### config.mk
export PLATFORM = sky130hd
export DESIGN_NAME = sms_trigger_driver
export DESIGN_NICKNAME = d
export VERILOG_FILES = /design/src/rtl/sms_pkg.sv /design/src/rtl/sms_phase_counter.sv /design/src/rtl/sms_trigger_driver.sv
export SDC_FILE = /design/constraint.sdc
export NUM_CORES = 1
export LEC_CHECK = 0
export ABC_AREA = 1
export CORE_MARGIN = 2
export CORE_UTILIZATION = 35
export CTS_BUF_LIST = sky130_fd_sc_hd__clkbuf_8 sky130_fd_sc_hd__clkbuf_16
export DETAILED_ROUTE_END_ITERATION = 6
export GPL_ROUTABILITY_DRIVEN = 0
export MAX_ROUTING_LAYER = met4
export PLACE_DENSITY_LB_ADDON = 0.25
export SLEW_MARGIN = 20
export SYNTH_ARGS = -nofsm -noshare
export SYNTH_HDL_FRONTEND = slang
export SYNTH_SLANG_ARGS = --single-unit
### constraint.sdc
create_clock -name x -period 3.1 [get_ports x]
set_input_delay 0.62 -clock x [delete_from_list [all_inputs] [get_ports x]]
set_output_delay 0.62 -clock x [all_outputs]
set_load 0.02 [all_outputs]
### src/rtl/sms_pkg.sv
// Shared definitions for the SMS trigger driver slice.
//   - command encodings carried on the 2-bit cmd bus
//   - sequencer state type
//   - trigger side type (left drives the trigger to 0, right drives it to 1)
//   - phase_load(): counter preload for an N-cycle phase
package sms_pkg;

  localparam logic [1:0] CMD_NOP        = 2'b00;
  localparam logic [1:0] CMD_SET        = 2'b01;
  localparam logic [1:0] CMD_RESET      = 2'b10;
  localparam logic [1:0] CMD_COMPLEMENT = 2'b11;

  typedef enum logic [2:0] {
    ST_IDLE,
    ST_SETUP,
    ST_PULSE,
    ST_HOLD,
    ST_CHECK
  } state_t;

  typedef enum logic {
    SIDE_LEFT  = 1'b0,
    SIDE_RIGHT = 1'b1
  } side_t;

  // The phase counter reports terminal count at zero, so an N-cycle phase
  // is loaded with N-1.
  function automatic logic [2:0] phase_load(input int unsigned n);
    return 3'(n - 1);
  endfunction

endpackage

### src/rtl/sms_phase_counter.sv
// 3-bit down-counter used to time the SETUP, PULSE and HOLD phases.
// Ports:
//   clk       rising-edge clock
//   rst_n     asynchronous active-low reset (count clears to 0)
//   load      load load_val this edge (has priority over counting)
//   load_val  preload value
//   tc        terminal count: high while the count is 0
module sms_phase_counter (
  input  logic       clk,
  input  logic       rst_n,
  input  logic       load,
  input  logic [2:0] load_val,
  output logic       tc
);

  logic [2:0] cnt_q;

  always_ff @(posedge clk or negedge rst_n) begin
    if (!rst_n) begin
      cnt_q <= '0;
    end else if (load) begin
      cnt_q <= load_val;
    end else if (cnt_q != '0) begin
      cnt_q <= cnt_q - 3'd1;
    end
  end

  assign tc = (cnt_q == '0);

endmodule

### src/rtl/sms_trigger_driver.sv
// Driver card logic for one SDTRL trigger binary. Converts set / reset /
// complement level commands into a conditioning-gate level plus an AC-set
// pulse on the selected side, then reads the trigger back.
//
// Optional feature macro: SMS_TRIGGER_DRIVER_VERIFY_EN
//   defined   -> CHECK compares trig_b against the expected value and flags
//                an invalid trigger (trig_b == trig_p) on err
//   undefined -> CHECK still occupies one cycle, err is tied 0, trig_p unused
//
// Ports:
//   x           system clock, rising edge
//   reset_n     asynchronous active-low reset
//   cmd_valid   command request
//   cmd         00 nop, 01 set, 10 reset, 11 complement
//   cmd_ready   high in IDLE only
//   trig_b      trigger true output
//   trig_p      trigger complement output
//   gate_left   left conditioning gate (drives trigger to 0)
//   ac_left     left AC-set pulse
//   gate_right  right conditioning gate (drives trigger to 1)
//   ac_right    right AC-set pulse
//   done        one-cycle completion pulse
//   err         one-cycle readback-mismatch pulse, coincident with done
module sms_trigger_driver
  import sms_pkg::*;
#(
  parameter int unsigned SETUP_CYC = 1,
  parameter int unsigned PULSE_CYC = 1,
  parameter int unsigned HOLD_CYC  = 1
) (
  input  logic       x,
  input  logic       reset_n,
  input  logic       cmd_valid,
  input  logic [1:0] cmd,
  output logic       cmd_ready,
  input  logic       trig_b,
  input  logic       trig_p,
  output logic       gate_left,
  output logic       ac_left,
  output logic       gate_right,
  output logic       ac_right,
  output logic       done,
  output logic       err
);

  state_t     state_q, state_d;
  side_t      side_q, side_d;
  logic       nop_done_q;
  logic       accept;
  logic       cnt_load;
  logic [2:0] cnt_load_val;
  logic       cnt_tc;

  assign accept = cmd_valid && (state_q == ST_IDLE);

  sms_phase_counter u_phase_cnt (
    .clk      (x),
    .rst_n    (reset_n),
    .load     (cnt_load),
    .load_val (cnt_load_val),
    .tc       (cnt_tc)
  );

  // State register; the side is latched only on a non-nop accept, so later
  // trig_b movement cannot redirect a complement in flight.
  always_ff @(posedge x or negedge reset_n) begin
    if (!reset_n) begin
      state_q    <= ST_IDLE;
      side_q     <= SIDE_LEFT;
      nop_done_q <= 1'b0;
    end else begin
      state_q    <= state_d;
      side_q     <= side_d;
      nop_done_q <= accept && (cmd == CMD_NOP);
    end
  end

  // Next-state and phase-counter control. Each phase preloads the counter
  // on its entry edge; tc marks the last cycle of the phase.
  always_comb begin
    state_d      = state_q;
    side_d       = side_q;
    cnt_load     = 1'b0;
    cnt_load_val = '0;
    unique case (state_q)
      ST_IDLE: begin
        if (accept && (cmd != CMD_NOP)) begin
          state_d      = ST_SETUP;
          cnt_load     = 1'b1;
          cnt_load_val = phase_load(SETUP_CYC);
          unique case (cmd)
            CMD_SET:   side_d = SIDE_RIGHT;
            CMD_RESET: side_d = SIDE_LEFT;
            default:   side_d = trig_b ? SIDE_LEFT : SIDE_RIGHT;
          endcase
        end
      end
      ST_SETUP: begin
        if (cnt_tc) begin
          state_d      = ST_PULSE;
          cnt_load     = 1'b1;
          cnt_load_val = phase_load(PULSE_CYC);
        end
      end
      ST_PULSE: begin
        if (cnt_tc) begin
          if (HOLD_CYC != 0) begin
            state_d      = ST_HOLD;
            cnt_load     = 1'b1;
            cnt_load_val = phase_load(HOLD_CYC);
          end else begin
            state_d = ST_CHECK;
          end
        end
      end
      ST_HOLD: begin
        if (cnt_tc) state_d = ST_CHECK;
      end
      ST_CHECK: state_d = ST_IDLE;
      default:  state_d = ST_IDLE;
    endcase
  end

  // Outputs decode from registered state only, so an async reset drops the
  // gates and AC lines without waiting for a clock edge.
  always_comb begin
    logic gate_on;
    logic ac_on;
    gate_on    = (state_q == ST_SETUP) || (state_q == ST_PULSE) ||
                 (state_q == ST_HOLD);
    ac_on      = (state_q == ST_PULSE);
    gate_left  = gate_on && (side_q == SIDE_LEFT);
    ac_left    = ac_on   && (side_q == SIDE_LEFT);
    gate_right = gate_on && (side_q == SIDE_RIGHT);
    ac_right   = ac_on   && (side_q == SIDE_RIGHT);
    cmd_ready  = (state_q == ST_IDLE);
    done       = (state_q == ST_CHECK) || nop_done_q;
`ifdef SMS_TRIGGER_DRIVER_VERIFY_EN
    err        = (state_q == ST_CHECK) &&
                 ((trig_b != (side_q == SIDE_RIGHT)) || (trig_b == trig_p));
`else
    err        = 1'b0;
`endif
  end

`ifndef SMS_TRIGGER_DRIVER_VERIFY_EN
  logic unused_trig_p;
  assign unused_trig_p = trig_p;
`endif

endmodule

==> flow_metrics.py <==
metrics = {
    "logic_synthesis": {
        "yosys.area.top_type": "dfrtp_1",
        "ys_types": 20,
        "yosys-top-cells-area": "dfrtp_1, inv_1, ha_1",
        "ys_warn_count": 0,
        "netlist_area_um2": 525.5,
        "synth_most_common_cell": "inv_1",
        "ys_seq_elements": 8,
        "synthCells": 66,
        "yosysSeqAreaShare_pct": 38.10,
        "async_reset_ff_share_pct": 100.0,
        "synth_common_cells": "inv_1, nor2_1, dfrtp_1, nand2_1, ha_1",
        "synthesis.nets": 77,
        "synth_edf_count": 0,
        "synth_top_area_share_pct": 38.10,
        "syn_area_per_cell_um2": 7.962,
        "synth_flop_cell": "dfrtp_1",
    },
    "global_route": {
        "first_global_vias": 417,
        "grt_usage_pct": 14.50,
        "antenna_found_initial": 0,
        "grt_max_degree": 9,
        "grt_pass1_wl_um": 1814,
        "overflow": 0,
    },
    "placed_design": {
        "dpl.cell_count": 91,
        "place.port_buffers": 11,
        "dp_hpwl_um": 842.8,
    },
    "clocking": {
        "cts_num_sinks": 8,
        "cts_tree": "done",
        "cts_resized": 0,
        "clk_latency_ns": 0.23,
        "cts_setup_buffers": 0,
        "cts_buffers": 3,
        "cts.path.max_buffers": 2,
        "clk_pin_slew_ns": 0.05,
        "ctsRootBufferMaster": "clkbuf_8",
        "htreeDepth": 1,
        "postCtsHoldBufs": 0,
    },
    "sta": {
        "setup_viol": 0,
        "maxSlewViolCount": 0,
        "period_minus_slack_ns": 2.330,
        "fmax_mhz": 429.1,
        "rsz0062_at_grt": "false",
        "hold_slack_ns": 0.5842,
        "tns_ns": 0,
        "finalHoldViolations": 0,
        "layout_worst_path_cycle_share_pct": 75.17,
        "clock-skew-final_ns": 0.002999,
    },
    "worst_setup_path": {
        "arrival_ns": 1.71,
        "slowest_delay_ns": 0.63,
        "path_cells": "nor2_2 > nor2_4 > inv_1 > nor2_1 > clkdlybuf4s50_1",
        "cp_slowest_cell": "clkdlybuf4s50_1",
        "cp-end-kind": "primary output",
        "worstPathMaxFanout": 5,
        "cp-start-kind": "flip-flop",
        "criticalPathCategory": "flip-flop to primary output",
        "required_ns": 2.48,
    },
    "floorplan": {
        "core_area_um2": 1350,
        "rows": 13,
        "ios": 14,
        "die_h_um": 42.75,
        "dieArea_um2": 1828,
        "die_x_um": 42.75,
        "start_util_pct": 38.92,
    },
    "flow_run": {
        "maxCapViolations": 0,
    },
    "route": {
        "totalWireLength_um": 1072,
        "drtIter0Drc": 5,
        "first_pass_iters": 3,
        "post-route-drc-count": 0,
        "vias": 449,
        "via_per_inst": 4.777,
        "wire_per_inst_um": 11.40,
        "drtAntennaViolNets": 0,
    },
    "pwr": {
        "p_leak_nw": 0.3481,
        "ir_drop_v": 0.0004643,
        "power_density_nw_per_um2": 896.5,
        "p_total_mw": 0.6169,
    },
    "final_layout": {
        "drive_gt1_share_pct": 15.19,
        "layout.nets": 92,
        "antenna-diode-count": 0,
        "fin_cells": 94,
        "syn_to_final_growth_pct": 30.95,
    },
    "hold_path": {
        "hp-class": "flip-flop to flip-flop",
    },
    "status": {
        "status": "finished, final reports clean",
    },
}
-- metal layers --
| metal | GRT usage [%] | up-vias | part of all wire, % |
|---|---|---|---|
| met5 | - | - | 0 |
| met1 | 17.40 | 206 | 44 |
| li1 | - | 227 | - |
| met2 | 21.21 | 11 | 49 |
| met4 | 11.25 | 0 | 3.5 |
| met3 | 2.553 | 5 | 3.4 |
-- final cells by class --
type	count	area, um^2
fillers	152	661.9
multi-input cells	42	261.5
flip-flops and latches	8	200.2
repair buffers	11	110.1
inverters	15	56.30
clock buffers	3	41.29
well taps	15	18.77
-- metrics by stage --
| stage | utilization [%] | setup slack [ns] | area [um^2] |
|---|---|---|---|
| floorplan | - | 1.488 | 525.5 |
| global placement | 47.91 | 1.039 | 646.9 |
| detailed placement | 47.91 | 1.027 | 646.9 |
| CTS | 50.97 | 0.7686 | 688.2 |
| global route | 50.97 | 0.6459 | 688.2 |
| finish | 50.97 | 0.7696 | 688.2 |
-- kinds of logic after synthesis --
group / share of synthesized area [%]
adder cells (fa/ha/maj): 9.524
AO/OA/AOI/OAI: 10.95
other: 0.7136
AND/OR/NAND/NOR: 26.90
flip-flops: 38.09
XOR/XNOR: 1.667
buffers and inverters: 12.14
-- worst max-delay path, delay by kind of cell (launching register included) --
family                 cells  cell delay, ns
flip-flops                 1            0.44
buffers and inverters      2            0.71
AND/OR/NAND/NOR            3            0.33
-- flip-flops by register name, indices dropped and copies added (netlist names) --
register	flops
state_q	3
u_phase_cnt.cnt_q	3
nop_done_q	1
side_q	1
-- power by group --
part	internal [mW]	total (mW)	switching (mW)
Clock	0.0847	0.131	0.0468
Sequential	0.132	0.168	0.0364
Combinational	0.133	0.317	0.184
-- placed cells by master (no fill, tap or decap), drive strengths merged, types with 3 or more instances in the layout --
cell type	n
nand2	8
inv	15
ha	4
clkdlybuf4s50	11
nor2	14
dfrtp	8
o21ai	6
nand3	3
clkbuf	3
-- path summary, 6_finish.rpt --
kind	start	endpoint	slack, ns	cells past startpoint
worst max register to register	u_phase_cnt.cnt_q[0]	u_phase_cnt.cnt_q[0]	1.83	7
worst max-delay path	state_q[0]	gate_left	0.77	5
worst min register to register	u_phase_cnt.cnt_q[0]	u_phase_cnt.cnt_q[0]	0.58	2
worst min-delay path	u_phase_cnt.cnt_q[0]	u_phase_cnt.cnt_q[0]	0.58	2
max in group asynchronous	reset_n	u_phase_cnt.cnt_q[2]	2.15	1
min in group asynchronous	reset_n	state_q[1]	0.67	1
(Power assumes the default switching activity.)
